### src/rtl/alu_issue_controller.sv
// Multicycle issue controller for the combinational ALU with a 4-entry register file.
// Optional macro ALU_SELFCHECK_EN builds a reference model that flags ALU disagreements on Mismatch.
module alu_issue_controller #(
    parameter int WIDTH = 4,
    parameter int NREGS = 4
) (
    input  logic             clk,
    input  logic             reset,
    input  logic             InstrValid,
    output logic             InstrReady,
    input  logic [8:0]       Instr,
    output logic [WIDTH-1:0] SrcA,
    output logic [WIDTH-1:0] SrcB,
    output logic [2:0]       ALUControl,
    input  logic [WIDTH-1:0] ALUResult,
    input  logic             Zero,
    output logic             Done,
    output logic [WIDTH-1:0] ResultOut,
    output logic             ZeroFlag,
    output logic             Error,
    output logic             Mismatch,
    input  logic [1:0]       RdAddr,
    output logic [WIDTH-1:0] RdData
);

    typedef enum logic [1:0] {IDLE, ISSUE, CAPTURE, WRITEBACK} state_t;

    localparam logic [2:0] OP_ADD   = 3'b000;
    localparam logic [2:0] OP_SUB   = 3'b001;
    localparam logic [2:0] OP_AND   = 3'b010;
    localparam logic [2:0] OP_OR    = 3'b011;
    localparam logic [2:0] OP_ILL   = 3'b100;
    localparam logic [2:0] OP_SLT   = 3'b101;
    localparam logic [2:0] OP_CMP   = 3'b110;
    localparam logic [2:0] OP_LOADI = 3'b111;
    localparam logic [2:0] PARK     = 3'b111;

    state_t           state_q, state_d;
    logic [8:0]       instr_q;
    logic [WIDTH-1:0] srca_q, srcb_q;
    logic [WIDTH-1:0] regs_q [NREGS];
    logic [WIDTH-1:0] result_q;
    logic             zero_q;
    logic             error_q;
    logic             accept;
    logic [2:0]       op_q;
    logic [1:0]       rd_q;
    logic [2:0]       issue_code;
    logic [WIDTH-1:0] imm;

    assign op_q       = instr_q[8:6];
    assign rd_q       = instr_q[5:4];
    // CMP reuses the subtractor; only the flags are kept
    assign issue_code = (op_q == OP_CMP) ? OP_SUB : op_q;
    assign imm        = WIDTH'(instr_q[3:0]);

    always_comb begin
        state_d    = state_q;
        accept     = 1'b0;
        InstrReady = 1'b0;
        Done       = 1'b0;
        ALUControl = PARK;
        case (state_q)
            IDLE: begin
                InstrReady = !reset;
                accept     = InstrValid && !reset;
                if (accept) begin
                    if (Instr[8:6] == OP_LOADI || Instr[8:6] == OP_ILL)
                        state_d = WRITEBACK;
                    else
                        state_d = ISSUE;
                end
            end
            ISSUE: begin
                ALUControl = issue_code;
                state_d    = CAPTURE;
            end
            CAPTURE: begin
                ALUControl = issue_code;
                state_d    = WRITEBACK;
            end
            WRITEBACK: begin
                Done    = !reset;
                state_d = IDLE;
            end
            default: state_d = IDLE;
        endcase
    end

    always_ff @(posedge clk) begin
        if (reset) begin
            state_q  <= IDLE;
            instr_q  <= '0;
            srca_q   <= '0;
            srcb_q   <= '0;
            result_q <= '0;
            zero_q   <= 1'b0;
            error_q  <= 1'b0;
            for (int unsigned i = 0; i < NREGS; i++) regs_q[i] <= '0;
        end else begin
            state_q <= state_d;
            if (accept) begin
                instr_q <= Instr;
                srca_q  <= regs_q[Instr[3:2]];
                srcb_q  <= regs_q[Instr[1:0]];
            end
            if (state_q == CAPTURE) begin
                result_q <= ALUResult;
                zero_q   <= Zero;
            end
            if (state_q == WRITEBACK) begin
                case (op_q)
                    OP_LOADI: begin
                        regs_q[rd_q] <= imm;
                        result_q     <= imm;
                    end
                    OP_ILL: error_q <= 1'b1;
                    OP_CMP: ;
                    default: regs_q[rd_q] <= result_q;
                endcase
            end
        end
    end

`ifdef ALU_SELFCHECK_EN
    logic [WIDTH-1:0] exp_result;
    logic             mismatch_q;

    always_comb begin
        exp_result = '0;
        case (issue_code)
            OP_ADD:  exp_result = srca_q + srcb_q;
            OP_SUB:  exp_result = srca_q - srcb_q;
            OP_AND:  exp_result = srca_q & srcb_q;
            OP_OR:   exp_result = srca_q | srcb_q;
            OP_SLT:  exp_result = WIDTH'(srca_q < srcb_q);
            default: exp_result = '0;
        endcase
    end

    always_ff @(posedge clk) begin
        if (reset)
            mismatch_q <= 1'b0;
        else if (state_q == CAPTURE &&
                 (ALUResult != exp_result || Zero != (exp_result == '0)))
            mismatch_q <= 1'b1;
    end

    assign Mismatch = mismatch_q;
`else
    assign Mismatch = 1'b0;
`endif

    assign SrcA      = srca_q;
    assign SrcB      = srcb_q;
    assign ResultOut = result_q;
    assign ZeroFlag  = zero_q;
    assign Error     = error_q;
    assign RdData    = regs_q[RdAddr];

endmodule
### config.mk
export PLATFORM = sky130hd
export DESIGN_NAME = alu_issue_controller
export DESIGN_NICKNAME = d
export VERILOG_FILES = /design/src/rtl/alu_issue_controller.sv
export SDC_FILE = /design/constraint.sdc
export NUM_CORES = 1
export LEC_CHECK = 0
export ABC_AREA = 0
export CAP_MARGIN = 20
export CORE_MARGIN = 3
export CORE_UTILIZATION = 35
export DETAILED_ROUTE_END_ITERATION = 8
export HOLD_SLACK_MARGIN = 0.06
export PLACE_DENSITY = 0.65
export SYNTH_ARGS = -nofsm -noshare
export SYNTH_HDL_FRONTEND = slang
export SYNTH_SLANG_ARGS = --single-unit
### constraint.sdc
create_clock -name clk -period 1.7 [get_ports clk]
set_clock_uncertainty 0.15 [all_clocks]
set_input_delay 0.425 -clock clk [delete_from_list [all_inputs] [get_ports clk]]
set_output_delay 0.425 -clock clk [all_outputs]
set_load 0.05 [all_outputs]
After elaboration in Yosys (flattened, before gate mapping)
Memories as Yosys holds them, arrays and structs flattened. A register that Yosys moved wholly into a read port is not among the register bits.
Index checks and enable logic that the tools add are counted.
{"block": "totals", "ff_bits": 17, "ram_bits": 16, "input_bits": 19, "wordCells": 49, "memories": 1}
{"block": "op_classes", "eq_ne": 9, "mux": 25, "bitwise": 1, "reduce_logical": 8}
{"name": "regs_q", "words": 4, "width": 4, "rd": 3, "rd_ports_with_merged_regs": 2, "wr": 4, "line": "41", "rtl": "logic [WIDTH-1:0] regs_q [NREGS];"}
{"operator": "4-bit two-way mux", "count": 5}
{"operator": "3-bit equality test (second input constant)", "count": 5}
{"operator": "1-bit two-way mux", "count": 14}
{"operator": "2-bit case mux with 4 select lines", "count": 1}
{"operator": "2-bit two-way mux", "count": 3}
{"operator": "3-bit two-way mux", "count": 2}
{"operator": "2-bit equality test (second input constant)", "count": 2}
{"operator": "4-bit OR reduction", "count": 1}
{"operator": "3-bit OR reduction", "count": 1}
{"operator": "2-bit by 1-bit equality test with 1-bit output (second input constant)", "count": 1}
{"operator": "2-bit zero test", "count": 1}
{"operator": "2-bit != test (second input constant)", "count": 1}
{"operator": "2-bit AND reduction", "count": 1}
{"operator": "2-bit OR reduction", "count": 1}
{"operator": "1-bit logical AND", "count": 1}
{"operator": "1-bit zero test", "count": 1}
{"operator": "1-bit logical OR", "count": 1}
{"operator": "1-bit OR", "count": 1}

Longest topological paths before layout
Gate-level depths: netlist (run 1).
{"block": "depth", "depth_word": 9, "mapped_depth": 7, "ltp_nobuf": 5}

Least setup slack after synthesis (run 1)
No wires, ideal clock.
{"block": "synth_path", "path_type": "register -> register", "from": "register state_q[1]", "to": "memory regs_q[0][0], enable pin", "setup_time_ps": 373, "arrival_ps": 1635, "slack_ps": -458, "path_stages_with_launch": 5, "path_buffers": 0, "period_less_slack_ps": 2158, "cell_sequence": "dfxtp_1 ha_1 and2b_1 nand2_2 o31ai_1"}
{"item": "from (decl)", "line": "38", "rtl": "state_t state_q, state_d;"}
{"item": "from (signal assigned)", "line": "101", "rtl": "state_q <= state_d;"}
{"item": "to (decl)", "line": "41"}

==> flow_metrics.py, run 1 <==
metrics = {
    "run_status": {
        "outcome": "complete, but fails checks",
        "violations": "negative setup slack",
    },
    "clock_network": {
        "cts_tree": "built",
        "clk_path_buf_depth": 2,
        "cts_num_sinks": 41,
        "clk_pin_slew_ps": 80,
        "root_buffer": "clkbuf_8",
        "clkLatencyLatePin_ps": 290,
        "numCtsBuffers": 5,
        "htree_levels": 2,
    },
    "place": {
        "numPortBuffers": 41,
        "place_hpwl_mm": 3.477,
        "dp_slack_ps": -653.7,
        "place_congestion": 0.8111,
        "post_dp_cell_area_sq_mm": 0.002754,
    },
    "route": {
        "wl_per_cell_um": 14.60,
        "num_vias": 1601,
        "ant_nets": 0,
        "dr.pass1.iters": 4,
        "vias_per_cell": 4.881,
        "drtIter0Drc": 94,
        "routed_wl_mm": 4.790,
        "route.detailed.drc": 0,
    },
    "synth": {
        "synth-seq-cells": 41,
        "synth_fa_ha_area_frac": 0.02514,
        "yosys_warnings": 0,
        "seq_area_frac_synth": 0.4928,
        "synth_top_family_by_area": "multiplexers",
        "synth.avg_cell_area_sq_um": 10.53,
        "synthXorXnorAreaFrac": 0.004400,
        "synth-compound-area-share": 0.08548,
        "synth_nets": 212,
        "synthMuxAreaShare": 0.1810,
        "synthSimpleGateAreaFrac": 0.1622,
        "synthCells": 189,
        "ys_dominant_reg_cell": "dfxtp_1",
        "yosysUniqueCellTypes": 30,
        "async_flop_share": 0,
        "syn-cell-area_sq_mm": 0.001991,
        "synth_edf_count": 16,
    },
    "critical_path": {
        "required_ps": 1120,
        "crit_family": "multiplexers",
        "cp-start-kind": "flip-flop",
        "slowest_delay_ps": 530,
        "crit_chain": "mux4_2 > buf_8",
        "critPathMaxFanout": 2,
        "arrival_ps": 1410,
        "cp_slowest_cell": "mux4_2",
        "cp.buffers_inverters": 1,
        "path_class": "flip-flop to output port",
        "endpoint_kind": "output port",
    },
    "die": {
        "die_area_sq_mm": 0.006628,
        "fp.dieH_um": 81.42,
        "fp.coreArea_sq_mm": 0.005303,
        "io_pins": 43,
        "start_util": 0.3754,
        "die_w_um": 81.42,
        "rows": 26,
    },
    "grt": {
        "grt_pass1_wl_mm": 7.631,
        "grt_max_degree": 35,
        "track_usage": 0.1537,
        "antenna_found_initial": 0,
        "overflow": 0,
        "grt_pass1_vias": 1602,
    },
    "finish": {
        "drive_gt1_frac": 0.3682,
        "final_common_cell": "nand2_1",
        "design_area_sq_mm": 0.003118,
        "syn_to_final_growth_pct": 56.63,
        "nets": 280,
        "postLayoutCoreUtil": 0.5880,
        "antenna_cells": 0,
        "mostFrequentLayoutCells": "35 x nand2_1, 28 x buf_4, 22 x dfxtp_1, 20 x nor2_1, 20 x buf_12",
    },
    "sta": {
        "finalHoldViolations": 0,
        "rsz0062_at_grt": "yes",
        "worst_slack_ps": -284.9,
        "fin_crit_sh": 1.168,
        "layout_min_cycle_time_ps": 1985,
        "finalSetupViolations": 9,
        "fin_tns_setup_ps": -1647,
        "max_freq_mhz": 503.8,
        "drv_slew": 0,
    },
    "power_and_ir_drop": {
        "peakVddDrop_mv": 0.6592,
        "powerDensity_mw_per_mm2": 1136,
        "power_leakage_nw": 1.208,
    },
    "min_path": {
        "hold_path.class": "flip-flop to flip-flop",
    },
    "job": {
        "max_cap_violations": 0,
    },
}
report_power, final:
group	internal, mW	switching (mW)	total, mW
sequential	1.13	0.136	1.27
clock	0.436	0.329	0.765
combinational	0.743	0.762	1.50
total	2.31	1.23	3.54
metal layers:
layer | wire (um) | vias to the layer above | GRT usage
met2 | 2505 | 42 | 0.2647
met3 | 193 | 11 | 0.03180
met1 | 1985 | 740 | 0.1818
met5 | 0 | - | 0
li1 | - | 808 | -
met4 | 106 | 0 | 0.07432
logic make-up (layout without fill, tap and decap cells):
family                     count (synthesis)  in the layout
xor gates and xnor gates                   1              1
other                                      1              1
and+or+nand+nor                           74             74
AOI/OAI and AO/OA                         29             29
DFF                                       41             41
muxes                                     21             21
buffers and inverters                     18             87
adders and majority gates                  4              4
flip-flops by register name, summed over array words and instances, names as in the netlist:
signal / cells
SrcB: 4
ZeroFlag: 1
regs_q: 16
SrcA: 4
state_q: 2
instr_q: 9
Error: 1
ResultOut: 4
layout make-up:
type                    count  area (sq um)
clock buffers               6         72.57
repair buffers             74         883.3
flip-flops and latches     41         989.7
clock inverters             2         35.03
fillers                   427          2185
multi-input cells         130          1026
well taps                  70         87.58
inverters                   5         23.77
synth_stat cells, types with 2 or more instances:
library cell	count	area, sq um
nor2_1	20	75.07
dfxtp_1	25	500.5
mux2i_1	9	90.09
nand4b_1	2	17.52
nand2_1	39	146.4
nand2b_1	2	12.51
o21ai_1	15	75.07
buf_6	2	22.52
a211oi_1	5	37.54
buf_2	6	30.03
ha_1	4	50.05
o21ai_0	3	15.01
edfxtp_1	16	480.5
nor4_1	4	25.02
clkbuf_1	4	15.01
o31ai_1	3	22.52
nor2b_1	2	12.51
inv_1	5	18.77
mux4_2	12	270.3
timing repair:
action                     4_1_cts  5_1_grt
pin swaps                        1        3
hold buffers                     0        0
setup buffers                   10        7
setup endpoints to repair       13       20
resized for setup               35        8
worst register-to-register path: stages, from the launching register on:
cell,delay [ps]
dfxtp_4,390
ha_4,140
and2b_4,170
buf_6,120
nand2_8,60
buf_4,140
nor4_1,290
stage by stage:
stage	instances	hold WS (ps)	power (mW)
floorplan	189	291.1	1.969
global placement	303	303.2	2.564
detailed placement	303	307.5	2.577
CTS	321	319.8	3.513
global route	328	347.4	3.708
finish	328	314.9	3.541
final timing paths:
| path | start | endpoint | slack [ps] | depth (start not counted) |
|---|---|---|---|---|
| setup reg to reg | state_q[1]$_SDFFE_PP0P_ | regs_q[0][3]$_SDFFCE_PN0P_ | 40 | 6 |
| setup / recovery | regs_q[3][1]$_DFFE_PP_ | RdData[1] | -280 | 2 |
| hold reg to reg | instr_q[3]$_SDFFE_PP0P_ | instr_q[3]$_SDFFE_PP0P_ | 310 | 2 |
| hold / removal | instr_q[3]$_SDFFE_PP0P_ | instr_q[3]$_SDFFE_PP0P_ | 310 | 2 |
Note: power is estimated with default switching activity, not from simulation.
==> run 2, diff against run 1 <==
--- a/config.mk
+++ b/config.mk
@@ -6,12 +6,13 @@
 export NUM_CORES = 1
 export LEC_CHECK = 0
 export ABC_AREA = 0
-export CAP_MARGIN = 20
+export CAP_MARGIN = 40
 export CORE_MARGIN = 3
 export CORE_UTILIZATION = 35
 export DETAILED_ROUTE_END_ITERATION = 8
+export DONT_BUFFER_PORTS = 1
 export HOLD_SLACK_MARGIN = 0.06
-export PLACE_DENSITY = 0.65
+export PLACE_DENSITY = 0.55
 export SYNTH_ARGS = -nofsm -noshare
 export SYNTH_HDL_FRONTEND = slang
 export SYNTH_SLANG_ARGS = --single-unit
==> run 2 against run 1 <==
Compared with the run above: the run still ends with negative setup slack left; non-clock buffer count shrank 44; first-iteration DRC count grew 49%; die area is the same; core utilization shrank 11 points; sequential cell count is the same; clock power grew 2.9%; final area shrank 19%; register-to-register slack is essentially flat; power shrank 8.1%; combinational power shrank 25%; largest cell class unchanged; largest power group is now sequential cells; highest routed layer unchanged.
==> flow_metrics.py, run 2 (synthesized netlist as in run 1, its figures left out) <==
metrics = {
    "finish": {
        "drive_gt1_frac": 0.3084,
        "final_common_cell": "nand2_1",
        "antenna_cells": 0,
        "largest_reg_flops": 16,
        "postLayoutCoreUtil": 0.4748,
        "design_area_sq_mm": 0.002517,
        "reg.largest.list": "regs_q x16, instr_q x9",
        "top_register": "regs_q",
        "stdcell_count": 284,
        "mostFrequentLayoutCells": "37 x nand2_1, 23 x buf_4, 22 x dfxtp_1, 20 x nor2_1, 16 x edfxtp_1",
        "syn_to_final_growth_pct": 26.46,
        "nets": 236,
    },
    "sta": {
        "tightest_slew_ps": 539.7,
        "max_slew_margin": 0.6397,
        "finalHoldViolations": 0,
        "finalSetupViolations": 9,
        "max_freq_mhz": 509.7,
        "rsz0062_at_grt": "yes",
        "drv_slew": 0,
        "whs_ps": 86.50,
        "layout_min_cycle_time_ps": 1962,
        "fin_crit_sh": 1.154,
        "fin_tns_setup_ps": -1352,
        "worst_slack_ps": -261.9,
    },
    "die": {
        "fp.coreArea_sq_mm": 0.005303,
        "rows": 26,
        "io_pins": 43,
        "die_w_um": 81.42,
        "fp.dieH_um": 81.42,
        "start_util": 0.3754,
        "die_area_sq_mm": 0.006628,
    },
    "clock_network": {
        "numCtsBuffers": 5,
        "cts_tree": "built",
        "clk_pin_slew_ps": 80,
        "clk_path_buf_depth": 2,
        "htree_levels": 2,
        "clkLatencyLatePin_ps": 290,
        "root_buffer": "clkbuf_8",
        "cts_num_sinks": 41,
    },
    "grt": {
        "track_usage": 0.1562,
        "grt_pass1_wl_mm": 7.769,
        "grt_max_degree": 35,
        "overflow": 0,
        "grt_pass1_vias": 1524,
        "antenna_found_initial": 0,
    },
    "power_and_ir_drop": {
        "p_comb_frac": 0.347,
        "power_leakage_nw": 0.9344,
        "clkPwrFrac": 0.242,
        "p_int_mw": 2.069,
        "sw_frac_of_total": 0.3642,
        "powerDensity_mw_per_mm2": 1293,
        "seq_power_share": 0.411,
        "peakVddDrop_mv": 0.4270,
        "switching_power_mw": 1.185,
        "fin_total_pwr_mw": 3.254,
    },
    "place": {
        "dp_slack_ps": 24.67,
        "numPortBuffers": 0,
        "place_hpwl_mm": 3.588,
        "post_dp_cell_area_sq_mm": 0.002193,
        "place_congestion": 0.8836,
        "dp_cells": 261,
    },
    "route": {
        "drtIter0Drc": 140,
        "wl_per_cell_um": 16.92,
        "dr.pass1.iters": 4,
        "routed_wl_mm": 4.804,
        "ant_nets": 0,
        "num_vias": 1499,
        "route.detailed.drc": 0,
        "vias_per_cell": 5.278,
    },
    "critical_path": {
        "endpoint_kind": "output port",
        "critPathMaxFanout": 2,
        "cp.buffers_inverters": 0,
        "cp_slowest_cell": "mux4_2",
        "crit_family": "multiplexers",
        "path_class": "flip-flop to output port",
        "arrival_ps": 1390,
        "crit_chain": "mux4_2",
        "required_ps": 1120,
        "cp-start-kind": "flip-flop",
        "slowest_delay_ps": 660,
    },
    "job": {
        "max_cap_violations": 0,
    },
    "min_path": {
        "hold_path.class": "primary input to flip-flop",
    },
    "run_status": {
        "outcome": "complete, but fails checks",
        "violations": "negative setup slack",
    },
}
[run 2: changes by cell type in the layout (fill, tap and decap cells not counted), moves of 2 or more]
| cell | change |
|---|---|
| buf_12 | -16 |
| buf_4 | -5 |
| buf_6 | -5 |
| clkdlybuf4s50_1 | -14 |
| dlygate4sd2_1 | -2 |
| nand2_1 | +2 |
| nand2_2 | -2 |
[run 2: worst register-to-register path, stage by stage (launching register included)]
cell and delay [ps]:
dfxtp_4 380, ha_4 140, and2b_4 180, buf_6 120, nand2_4 80, o31ai_4 310
[run 2: worst paths after layout]
path                                                 start                         end  slack (ps)  cells after the start
worst max-delay path            regs_q[2][1]$_SDFFCE_PN0P_                   RdData[1]        -260                      1
worst min-delay path                                 reset     instr_q[7]$_SDFFE_PP0P_          90                      1
worst max register to register     state_q[1]$_SDFFE_PP0P_  regs_q[0][0]$_SDFFCE_PN0P_          30                      5
worst min register to register     instr_q[2]$_SDFFE_PP0P_     instr_q[2]$_SDFFE_PP0P_         320                      2
[run 2: layer usage]
metal | vias to the layer above | share of wire | GRT usage
li1 | 723 | - | -
met1 | 726 | 0.39 | 0.1804
met2 | 42 | 0.53 | 0.2704
met3 | 8 | 0.058 | 0.03838
met4 | 0 | 0.022 | 0.07432
met5 | - | 0 | 0
[run 2: timing repair]
item / 4_1_cts / 5_1_grt
pin swaps: 2 / 2
setup endpoints to repair: 9 / 18
hold endpoints to repair: 7 / 0
gates resized for setup: 22 / 4
hold buffers: 1 / 0
buffers inserted: 10 / 4
[run 2: final cells by class]
type                       count  area [sq um]
fill                         492          2785
sequential                    41         989.7
multi-input combinational    130          1012
clock inverter                 3         46.29
clock buffer                   5         68.82
tap                           70         87.58
inverter                       5         23.77
timing repair buffer          30         289.0
[run 2: power by group through the flow]
stage               Combinational [mW]  Clock, mW  Sequential (mW)
floorplan                        0.629          0             1.34
global placement                 0.927          0             1.33
detailed placement               0.942          0             1.33
CTS                               1.11      0.805             1.33
global route                      1.20      0.845             1.36
finish                            1.13      0.787             1.34
==> run 3, diff against run 2 <==
--- a/config.mk
+++ b/config.mk
@@ -13,6 +13,7 @@
 export DONT_BUFFER_PORTS = 1
 export HOLD_SLACK_MARGIN = 0.06
 export PLACE_DENSITY = 0.55
+export SLEW_MARGIN = 40
 export SYNTH_ARGS = -nofsm -noshare
 export SYNTH_HDL_FRONTEND = slang
 export SYNTH_SLANG_ARGS = --single-unit
==> results of run 3 <==
Final layout, timing and power as in run 2 (identical DEF).
